==> src/rtl/logic_unit_pipe.sv <==
// Pipelined bitwise logic unit: eight selectable operations with zero/negative/parity
// flags, carried through a STAGES-deep valid/ready pipeline with full backpressure.
module logic_unit_pipe #(
    parameter int unsigned WIDTH  = 16,
    parameter int unsigned STAGES = 2
) (
    input  logic             clk,
    input  logic             rst,
    input  logic             in_valid,
    output logic             in_ready,
    input  logic [2:0]       op,
    input  logic [WIDTH-1:0] a,
    input  logic [WIDTH-1:0] b,
    output logic             out_valid,
    input  logic             out_ready,
    output logic [WIDTH-1:0] result,
    output logic             flag_zero,
    output logic             flag_neg,
    output logic             flag_parity
);

    typedef enum logic [2:0] {
        OP_AND  = 3'b000,
        OP_OR   = 3'b001,
        OP_XOR  = 3'b010,
        OP_NAND = 3'b011,
        OP_NOR  = 3'b100,
        OP_XNOR = 3'b101,
        OP_NOTA = 3'b110,
        OP_PASB = 3'b111
    } op_e;

    logic [STAGES-1:0] valid_q, valid_d;
    logic [STAGES-1:0] zero_q, zero_d;
    logic [STAGES-1:0] neg_q, neg_d;
    logic [STAGES-1:0] par_q, par_d;
    logic [WIDTH-1:0]  res_q [STAGES];
    logic [WIDTH-1:0]  res_d [STAGES];
    logic [STAGES-1:0] load;
    logic [WIDTH-1:0]  alu_res;

    always_comb begin
        alu_res = '0;
        case (op_e'(op))
            OP_AND:  alu_res = a & b;
            OP_OR:   alu_res = a | b;
            OP_XOR:  alu_res = a ^ b;
            OP_NAND: alu_res = ~(a & b);
            OP_NOR:  alu_res = ~(a | b);
            OP_XNOR: alu_res = ~(a ^ b);
            OP_NOTA: alu_res = ~a;
            OP_PASB: alu_res = b;
            default: alu_res = '0;
        endcase
    end

    // Stage i may load when any stage from i to the output has a hole, or the
    // output is being consumed; accumulated from the output end to avoid a
    // self-referencing ready chain.
    always_comb begin
        logic acc;
        load = '0;
        acc  = out_ready;
        for (int unsigned k = 0; k < STAGES; k++) begin
            acc                = acc | ~valid_q[STAGES-1-k];
            load[STAGES-1-k]   = acc;
        end
    end

    always_comb begin
        valid_d = valid_q;
        zero_d  = zero_q;
        neg_d   = neg_q;
        par_d   = par_q;
        res_d   = res_q;
        if (load[0]) begin
            valid_d[0] = in_valid;
            if (in_valid) begin
                res_d[0]  = alu_res;
                zero_d[0] = ~|alu_res;
                neg_d[0]  = alu_res[WIDTH-1];
                par_d[0]  = ^alu_res;
            end
        end
        for (int unsigned i = 1; i < STAGES; i++) begin
            if (load[i]) begin
                valid_d[i] = valid_q[i-1];
                if (valid_q[i-1]) begin
                    res_d[i]  = res_q[i-1];
                    zero_d[i] = zero_q[i-1];
                    neg_d[i]  = neg_q[i-1];
                    par_d[i]  = par_q[i-1];
                end
            end
        end
    end

    always_ff @(posedge clk or negedge rst) begin
        if (!rst) begin
            valid_q <= '0;
            zero_q  <= '0;
            neg_q   <= '0;
            par_q   <= '0;
            for (int unsigned i = 0; i < STAGES; i++) begin
                res_q[i] <= '0;
            end
        end else begin
            valid_q <= valid_d;
            zero_q  <= zero_d;
            neg_q   <= neg_d;
            par_q   <= par_d;
            for (int unsigned i = 0; i < STAGES; i++) begin
                res_q[i] <= res_d[i];
            end
        end
    end

    assign in_ready    = rst & load[0];
    assign out_valid   = valid_q[STAGES-1];
    assign result      = res_q[STAGES-1];
    assign flag_zero   = zero_q[STAGES-1];
    assign flag_neg    = neg_q[STAGES-1];
    assign flag_parity = par_q[STAGES-1];

endmodule

==> config.mk <==
export PLATFORM = sky130hd
export DESIGN_NAME = logic_unit_pipe
export DESIGN_NICKNAME = d
export VERILOG_FILES = /design/src/rtl/logic_unit_pipe.sv
export SDC_FILE = /design/constraint.sdc
export NUM_CORES = 1
export LEC_CHECK = 0
export BUFFER_PORTS_ARGS = -buffer_cell sky130_fd_sc_hd__buf_2
export CORE_ASPECT_RATIO = 0.75
export CORE_MARGIN = 5
export CORE_UTILIZATION = 53
export CTS_CLUSTER_SIZE = 8
export DETAILED_ROUTE_END_ITERATION = 10
export GPL_ROUTABILITY_DRIVEN = 0
export PLACE_DENSITY_LB_ADDON = 0.25
export SYNTH_ARGS = -nofsm -noshare
export SYNTH_HDL_FRONTEND = slang
export SYNTH_SLANG_ARGS = --single-unit
==> constraint.sdc <==
create_clock -name clk -period 1.5 [get_ports clk]
set_input_delay 0.3 -clock clk [delete_from_list [all_inputs] [get_ports clk]]
set_output_delay 0.3 -clock clk [all_outputs]
set_load 0.03 [all_outputs]
==> results of run 1 <==
==> registers in the layout, indices dropped and copies added (netlist names) <==
| name | count |
|---|---|
| res_q | 15 |
| result | 15 |
| neg_q | 2 |
| par_q | 2 |
| valid_q | 2 |
| zero_q | 2 |
==> how the worst min path moves through the flow <==
stage	startpoint	endpoint	slack, ns	cells after the start
final	rst	res_q[26]	0.07	2
after floorplan	rst	neg_q[0]	0.004	0
after CTS	rst	par_q[1]	0.1	2
after global routing	rst	result[2]	0.13	2
after global placement	rst	result[14]	0.41	2
after detailed placement	rst	par_q[1]	0.41	2
==> metal layers <==
layer,vias to the layer above,global-route usage,part of all wire
met5,-,0,0
met4,0,0.0393,0.024
met3,30,0.0255,0.062
met2,185,0.399,0.50
met1,1660,0.311,0.41
li1,1649,-,-
==> stage by stage <==
step	util	power [uW]	setup TNS [ns]	cells	hold WS, ns
4_1_cts	0.751	4120	-0.557	615	0.0976
3_5_place_dp	0.686	3250	-4.40	591	0.407
2_1_floorplan	-	2740	-0.765	410	0.00441
3_3_place_gp	0.686	3160	-3.98	591	0.410
6_report	0.829	4460	-1.12	623	0.0731
5_1_grt	0.829	4680	-1.51	623	0.129
==> worst register-to-register path: stages, from the launching register on <==
cell and delay (ns):
dfrtp_1 0.37, nand3b_1 0.10, buf_4 0.15, nand2_2 0.08
buf_12 0.19, nor2_1 0.08, a22o_1 0.18
==> layout make-up <==
type / count / area (um^2) / area share
Multi-Input combinational cell: 282 / 2490 / 0.482
Timing Repair Buffer: 165 / 1340 / 0.259
Sequential cell: 38 / 952 / 0.184
Inverter: 49 / 191 / 0.0371
Tap cell: 81 / 101 / 0.0196
Clock buffer: 7 / 86.3 / 0.0167
Clock inverter: 1 / 5.00 / 0.000969
==> power by group through the flow <==
stage | clock network (uW) | logic [uW] | registers (uW)
after floorplan | 0 | 1330 | 1410
after global placement | 0 | 1780 | 1390
after detailed placement | 0 | 1850 | 1410
after CTS | 710 | 2030 | 1390
after global routing | 751 | 2520 | 1410
final | 705 | 2370 | 1380
==> what timing repair did <==
action | 4_1_cts | 5_1_grt
cloned | 1 | 0
buffers inserted | 15 | 8
setup endpoints to repair | 2 | 8
gates resized for setup | 51 | 80
pin swaps | 28 | 44
==> cells in the mapped netlist, types with 2 or more instances <==
master    instances  share of area
nand2_1          22          0.025
o211ai_1          2         0.0045
xnor2_1           7          0.018
nand4_1           2         0.0037
a21oi_1          30          0.045
dfrtp_1          38           0.28
nand2b_1          6          0.011
o21ai_1           2         0.0030
nor2_1           40          0.045
o22ai_1          13          0.024
buf_2             9          0.013
nor2b_1          15          0.028
a31oi_1           2         0.0037
ha_1             40           0.15
buf_6             3          0.010
a211oi_1         15          0.034
a22o_1           13          0.034
o21ai_0          43          0.064
buf_4            18          0.040
inv_1            48          0.054
clkbuf_1          9          0.010
mux2_2           19          0.064
==> cell families (layout without fill, tap and decap cells) <==
kind of cell	count (synthesis)	count (layout)
muxes	21	21
DFF	38	38
adders and majority gates	40	40
buffers and inverters	90	222
xor gates and xnor gates	7	7
and+or+nand+nor	90	90
AOI/OAI and AO/OA	124	124
==> results.json, run 1 <==
{
  "muxShareOfSynthArea": 0.0734,
  "grt_antenna_before_repair": 0,
  "io_pins": 60,
  "numCtsBuffers": 5,
  "fin_area_um2": 5160,
  "critPathKind": "input pin to register",
  "cp-start-kind": "input pin",
  "cp-end-kind": "register",
  "ys_ff_latch": 38,
  "drive_above_1_share": 0.518,
  "areaGrowthSynthToFinish_pct": 53.7,
  "p_comb_frac": 0.532,
  "timing.final.crit_share": 1.40,
  "yosysSeqAreaShare": 0.283,
  "grt_max_degree": 39,
  "ant_nets": 0,
  "nNetsFinal": 620,
  "async_reset_ff_frac": 1.00,
  "finalMaxSlewViolations": 0,
  "syn-num-nets": 489,
  "final_cell_mix": "buf_4 (88), buf_2 (49), inv_1 (38)",
  "core_um2": 6220,
  "antenna_cells": 0,
  "hold_violations": 0,
  "die_h_um": 79.0,
  "power.share.sequential": 0.310,
  "cp_num_buf_inv": 4,
  "crit_path_max_fanout": 4,
  "path_clk_slew_ns": 0.07,
  "drt_wl_total_um": 10700,
  "synth_compound_area_frac": 0.222,
  "syn-instance-count": 410,
  "syn_area_um2": 3360,
  "first_pass_iters": 6,
  "rsz0062_at_grt": "true",
  "fin_ws_ns": -0.606,
  "vias": 3524,
  "p_per_area_nw_per_um2": 863,
  "vdd_drop_max_mv": 0.442,
  "cts_sinks": 38,
  "floorplan.rows": 25,
  "endpoint": "par_q[0]",
  "initial_core_util": 0.540,
  "portBuffers": 59,
  "overflow": 0,
  "placed_cell_area_um2": 4270,
  "cp_slowest_cell": "a211oi_1",
  "synth_simple_gate_area_frac": 0.123,
  "r2r_cells": 6,
  "ys.flop_type": "dfrtp_1",
  "pwr-share-clk": 0.158,
  "synth-adder-area-share": 0.149,
  "internal_power_uw": 2760,
  "place_ws_ns": -0.943,
  "crit_required_ns": 1.67,
  "layout_commonest_cell": "buf_4",
  "p_leak_uw": 0.00253,
  "cp-startpoint": "op[0]",
  "crit_chain": "buf_12 > buf_16 > buf_4 > buf_4 > a211oi_1 > a211oi_2 > a21oi_4 > ha_4 > xnor2_2 > xnor2_1 > xnor2_1 > o21ai_1",
  "grt.total_usage": 0.229,
  "clk_path_buf_depth": 2,
  "vias_per_cell": 5.66,
  "synth_top_family_by_area": "compound AO/OA/AOI/OAI gates",
  "hold_buffers": 0,
  "skew_ns": 0.00804,
  "worst-path-stages": 12,
  "rrSetupSlack_ns": 0.24,
  "cp.arrival_ns": 2.28,
  "synth.distinct_cells": 36,
  "die-area_um2": 8050,
  "ys_warn_count": 0,
  "setup_viol": 9,
  "cts_tree": "built",
  "root_buffer": "clkbuf_8",
  "grt_pass1_wl_um": 15100,
  "dp_hpwl_um": 6620,
  "timing.rr.start": "valid_q[0]",
  "relSlewSlack": 0.703,
  "fmax_mhz": 475,
  "p_sw_frac": 0.381,
  "grt_pass1_vias": 3202,
  "violations": "negative setup slack",
  "cts.htree.levels": 2,
  "worstHoldPathType": "input pin to asynchronous set/reset pin",
  "min_period_ns": 2.11,
  "drv_cap": 0,
  "clk_latency_ns": 0.29,
  "synth_xor_area_frac": 0.0182,
  "die_w_um": 102,
  "wl_per_cell_um": 17.2,
  "drt_iter0_markers": 287,
  "p_switching_uw": 1700,
  "crit_family": "compound AO/OA/AOI/OAI gates",
  "synth_edf_count": 0,
  "status": "finished with violations",
  "worst_pin_slew_ns": 0.445,
  "rr_endpoint": "res_q[18]",
  "drc_errors": 0,
  "postSynthAreaPerCell_um2": 8.19,
  "max_stage_delay_ns": 0.32,
  "fillCellCount": 352
}
(Power assumes the default switching activity.)
==> run 2: changes to the inputs <==
--- a/config.mk
+++ b/config.mk
@@ -6,7 +6,7 @@
 export NUM_CORES = 1
 export LEC_CHECK = 0
 export BUFFER_PORTS_ARGS = -buffer_cell sky130_fd_sc_hd__buf_2
-export CORE_ASPECT_RATIO = 0.75
+export CORE_ASPECT_RATIO = 1.4
 export CORE_MARGIN = 5
 export CORE_UTILIZATION = 53
 export CTS_CLUSTER_SIZE = 8
==> run 2 against run 1 <==
Routed wire length increased by 2.5%; via count decreased by 0.77%; clock skew decreased by 0.0016 ns; the flow still finishes with violations (negative setup slack); clock-buffer cell count decreased by 1; highest routed layer unchanged; combinational power decreased by 2%; non-clock buffer count decreased by 17.
==> results.json, run 2 (same netlist as run 1, synthesis figures left out) <==
{
  "die_w_um": 77.3,
  "setup_viol": 3,
  "finalMaxSlewViolations": 0,
  "numCtsBuffers": 5,
  "drive_above_1_share": 0.514,
  "clk_latency_ns": 0.28,
  "pwr-share-clk": 0.222,
  "p_sw_frac": 0.355,
  "portBuffers": 59,
  "critPathMostFrequentCell": "o21ai_1",
  "first_pass_iters": 5,
  "drv_cap": 0,
  "drc_errors": 0,
  "multi_input_area_um2": 2470,
  "initial_core_util": 0.541,
  "hold_buffers": 0,
  "rsz0062_at_grt": "true",
  "grt_pass1_vias": 3259,
  "cp-end-kind": "register",
  "placed_cell_area_um2": 4170,
  "antenna_cells": 0,
  "fin_area_um2": 5040,
  "fmax_mhz": 484,
  "final_cell_mix": "buf_4 (80), buf_2 (43), nor2_1 (38)",
  "die_h_um": 104,
  "rrSetupSlack_ns": 0.24,
  "fin_ws_ns": -0.567,
  "dp_hpwl_um": 5910,
  "areaGrowthSynthToFinish_pct": 50.1,
  "cp-start-kind": "input pin",
  "p_leak_uw": 0.00246,
  "core_um2": 6210,
  "vias_per_cell": 5.86,
  "max_stage_delay_ns": 0.33,
  "p_switching_uw": 1680,
  "grt_max_degree": 39,
  "grt.total_usage": 0.215,
  "crit_chain": "buf_8 > inv_4 > ha_4 > inv_2 > o22ai_1 > a21oi_1 > o21ai_1 > o21ai_1 > ha_1 > xnor2_2 > xnor2_2 > xnor2_1 > o21ai_1",
  "worstHoldPathType": "input pin to asynchronous set/reset pin",
  "ant_nets": 0,
  "crit_path_max_fanout": 2,
  "nNetsFinal": 603,
  "cts_sinks": 38,
  "cts_tree": "built",
  "cts.htree.levels": 2,
  "layout_commonest_cell": "buf_4",
  "drt_wl_total_um": 11000,
  "timing.final.crit_share": 1.38,
  "root_buffer": "clkbuf_8",
  "internal_power_uw": 3060,
  "hold_slack_ns": 0.0897,
  "violations": "negative setup slack",
  "worst_pin_slew_ns": 0.433,
  "grt_pass1_wl_um": 14600,
  "status": "finished with violations",
  "critPathKind": "input pin to register",
  "cp-startpoint": "b[5]",
  "finalSetupTns_ns": -0.735,
  "vias": 3497,
  "ff_latch_area_um2": 952,
  "skew_ns": 0.00646,
  "cp_slowest_cell": "ha_1",
  "floorplan.rows": 34,
  "die-area_um2": 8050,
  "vdd_drop_max_mv": 0.518,
  "clk_path_buf_depth": 2,
  "drt_iter0_markers": 266,
  "relSlewSlack": 0.711,
  "wl_per_cell_um": 18.4,
  "timing.rr.start": "valid_q[0]",
  "min_period_ns": 2.07,
  "hold_violations": 0,
  "grt_antenna_before_repair": 0,
  "p_per_area_nw_per_um2": 941,
  "path_clk_slew_ns": 0.08,
  "power.share.sequential": 0.288,
  "crit_required_ns": 1.67,
  "cp.arrival_ns": 2.24,
  "fillCellCount": 361,
  "p_comb_frac": 0.490,
  "overflow": 0,
  "io_pins": 60
}
==> run 2: cell types whose count changed in the layout (fill, tap and decap cells not counted), sizes merged <==
cell / before / now
clkbuf: 8 / 7
clkinv: 1 / 0
bufinv: 0 / 2
buf: 164 / 147
==> run 2: cell type report <==
class                      count  share of cell area
clock buffer                   6              0.0164
timing repair buffer         148               0.235
sequential                    38               0.189
multi-input combinational    282               0.490
tap                           72              0.0179
inverter                      49              0.0399
clock inverter                 2              0.0119
==> run 2: what timing repair did <==
item                                    CTS  global route
pin swaps                                32            42
cloned                                    2             0
resized for setup                        61            73
setup buffers                             6             2
endpoints found under the setup margin    2             5
==> run 2: per-layer routing <==
layer	GRT usage	routed length, um
met1	0.260	3970
met2	0.386	5880
met3	0.0234	620
met4	0.0737	511
met5	0	0
==> run 2: path summary, 6_finish.rpt <==
path / end / depth (start not counted)
setup / recovery: par_q[0] / 13
hold / removal: result[13] / 2
setup reg to reg: res_q[25] / 6
hold reg to reg: res_q[26] / 2
max in group asynchronous: valid_q[1] / 2
min in group clk: valid_q[0] / 2
==> run 2: worst max-delay path: cells and delay by family <==
kind / cells / cell delay (ns)
AO/OA/AOI/OAI: 5 / 0.57
XOR/XNOR: 3 / 0.58
adder cells (fa/ha/maj): 2 / 0.61
buffers and inverters: 3 / 0.15
==> run 2: power groups by stage <==
stage	clock [uW]	combinational (uW)	sequential [uW]
4_1_cts	1070	1990	1370
3_5_place_dp	0	1790	1390
6_report	1050	2330	1370
2_1_floorplan	0	1330	1410
3_3_place_gp	0	1740	1380
5_1_grt	1110	2480	1410
==> run 2: through the flow <==
step,worst slack [ns],total power [uW],util,std cells
detailed placement,-0.859,3180,0.672,579
CTS,-0.404,4430,0.752,595
global placement,-0.806,3120,0.672,579
global route,-0.639,5000,0.812,597
floorplan,-0.574,2740,-,410
finish,-0.567,4750,0.812,597
==> run 3: changes to the inputs <==
--- a/config.mk
+++ b/config.mk
@@ -12,7 +12,7 @@
 export CTS_CLUSTER_SIZE = 8
 export DETAILED_ROUTE_END_ITERATION = 10
 export GPL_ROUTABILITY_DRIVEN = 0
-export PLACE_DENSITY_LB_ADDON = 0.25
+export PLACE_DENSITY = 0.75
 export SYNTH_ARGS = -nofsm -noshare
 export SYNTH_HDL_FRONTEND = slang
 export SYNTH_SLANG_ARGS = --single-unit
==> run 3 against run 2 <==
Design area is 4.1% lower; critical path depth shrank 1; via count decreased by 2.7%; core utilization decreased by 3.4 points; critical path type unchanged; register-to-register slack is essentially flat; the run still ends with negative setup slack left; routed wire length fell by 16%.
==> results.json, run 3 (same netlist as run 1, synthesis figures left out) <==
{
  "status": "finished with violations",
  "violations": "negative setup slack",
  "critPathKind": "input pin to register",
  "drc_errors": 0,
  "dp_hpwl_um": 5930,
  "vias": 3401,
  "nNetsFinal": 608,
  "worstHoldPathType": "input pin to asynchronous set/reset pin",
  "crit_path_max_fanout": 2,
  "cts_tree": "built",
  "grt_max_degree": 39,
  "drive_above_1_share": 0.461,
  "ant_nets": 0,
  "pwr-share-clk": 0.153,
  "fillCellCount": 400,
  "portBuffers": 59,
  "fmax_mhz": 513,
  "vdd_drop_max_mv": 0.405,
  "p_per_area_nw_per_um2": 852,
  "placed_cells": 575,
  "hold_buffers": 0,
  "wl_met3_um": 529,
  "skew_ns": 0.00365,
  "crit_chain": "buf_2 > buf_4 > ha_1 > o22ai_1 > a21oi_1 > o21ai_1 > o21ai_2 > ha_4 > xnor2_2 > xnor2_1 > xnor2_1 > o21ai_1",
  "cp.arrival_ns": 2.12,
  "grt_pass1_wl_um": 13600,
  "clk_latency_ns": 0.28,
  "grt.total_usage": 0.200,
  "relSlewSlack": 0.700,
  "place_ws_ns": -0.917,
  "vias_per_cell": 5.66,
  "wl_per_cell_um": 15.4,
  "crit_family": "compound AO/OA/AOI/OAI gates",
  "die_h_um": 104,
  "rsz0062_at_grt": "true",
  "drv_cap": 0,
  "die-area_um2": 8050,
  "worst_pin_slew_ns": 0.450,
  "core_um2": 6210,
  "crit_required_ns": 1.67,
  "p_switching_uw": 1530,
  "p_comb_frac": 0.515,
  "hold_slack_ns": 0.0933,
  "timing.final.crit_share": 1.30,
  "p_sw_frac": 0.371,
  "power_uw": 4120,
  "final_cells": 601,
  "io_pins": 60,
  "met2_wirelength_um": 4890,
  "cp_num_buf_inv": 2,
  "drt_wl_total_um": 9280,
  "top_layer": "met4",
  "hold_violations": 0,
  "layout_commonest_cell": "buf_4",
  "grt_antenna_before_repair": 0,
  "initial_core_util": 0.541,
  "cts.htree.levels": 2,
  "p_leak_uw": 0.00243,
  "antenna_cells": 0,
  "clk_path_buf_depth": 2,
  "final_cell_mix": "buf_4 (80), buf_2 (50), nor2_1 (40)",
  "cp-end-kind": "register",
  "die_w_um": 77.3,
  "drt-met1-wl_um": 3540,
  "root_buffer": "clkbuf_8",
  "cts_sinks": 38,
  "max_stage_delay_ns": 0.28,
  "power.share.sequential": 0.333,
  "drt_iter0_markers": 199,
  "placed_cell_area_um2": 4190,
  "min_period_ns": 1.95,
  "cp_slowest_cell": "ha_4",
  "first_pass_iters": 4,
  "fin_ws_ns": -0.449,
  "overflow": 0,
  "path_clk_slew_ns": 0.06,
  "numCtsBuffers": 5,
  "areaGrowthSynthToFinish_pct": 43.9,
  "setup_viol": 3,
  "internal_power_uw": 2590,
  "fin_area_um2": 4830,
  "cp-start-kind": "input pin",
  "finalMaxSlewViolations": 0,
  "grt_pass1_vias": 3103,
  "floorplan.rows": 34
}
run 3: changes by cell type in the layout (fill, tap and decap cells not counted), sizes merged:
cell    before  now
clkbuf       7    9
or3          1    3
bufinv       2    0
buf        147  149
run 3: cell type report:
| type | instances | area (um^2) | area share |
|---|---|---|---|
| inverters | 49 | 194 | 0.0401 |
| repair buffers | 151 | 1200 | 0.248 |
| multi-input cells | 284 | 2320 | 0.481 |
| flip-flops and latches | 38 | 952 | 0.197 |
| clock buffers | 7 | 76.3 | 0.0158 |
| well taps | 72 | 90.1 | 0.0186 |
run 3: stage by stage:
| step | utilization | setup TNS (ns) |
|---|---|---|
| after global routing | 0.778 | -1.14 |
| after global placement | 0.675 | -3.75 |
| after floorplan | - | -0.765 |
| after CTS | 0.735 | -0.656 |
| final | 0.778 | -0.693 |
| after detailed placement | 0.675 | -4.19 |
run 3: final timing paths:
| kind | start | endpoint | slack (ns) | cells after the start |
|---|---|---|---|---|
| min in group clk | in_valid | valid_q[0] | 0.24 | 2 |
| max reg2reg | valid_q[1] | res_q[21] | 0.25 | 6 |
| min reg2reg | res_q[30] | res_q[30] | 0.48 | 2 |
| min | rst | result[8] | 0.09 | 2 |
| max | a[1] | par_q[0] | -0.45 | 12 |
| max in group asynchronous | rst | valid_q[1] | 1.07 | 2 |
run 3: per-layer routing:
| layer | track usage | vias up |
|---|---|---|
| li1 | - | 1636 |
| met1 | 0.237 | 1599 |
| met2 | 0.361 | 134 |
| met3 | 0.0165 | 32 |
| met4 | 0.0860 | 0 |
| met5 | 0 | - |
run 3: power groups by stage:
stage | Clock, uW | Combinational [uW] | Sequential [uW]
global route | 686 | 2280 | 1400
global placement | 0 | 1740 | 1380
floorplan | 0 | 1330 | 1410
finish | 629 | 2120 | 1370
detailed placement | 0 | 1790 | 1390
CTS | 654 | 1950 | 1370
run 3: worst register-to-register path, stage by stage, from the launching register on:
cell	delay (ns)
dfrtp_2	0.37
nand3b_1	0.10
buf_4	0.15
nand2_2	0.08
buf_12	0.18
nor2_1	0.08
a22o_1	0.18
run 3: repair_timing:
item | in CTS | in global routing
pin swaps | 24 | 27
setup buffers | 12 | 7
cloned | 2 | 2
setup endpoints to repair | 2 | 5
gates resized for setup | 42 | 38
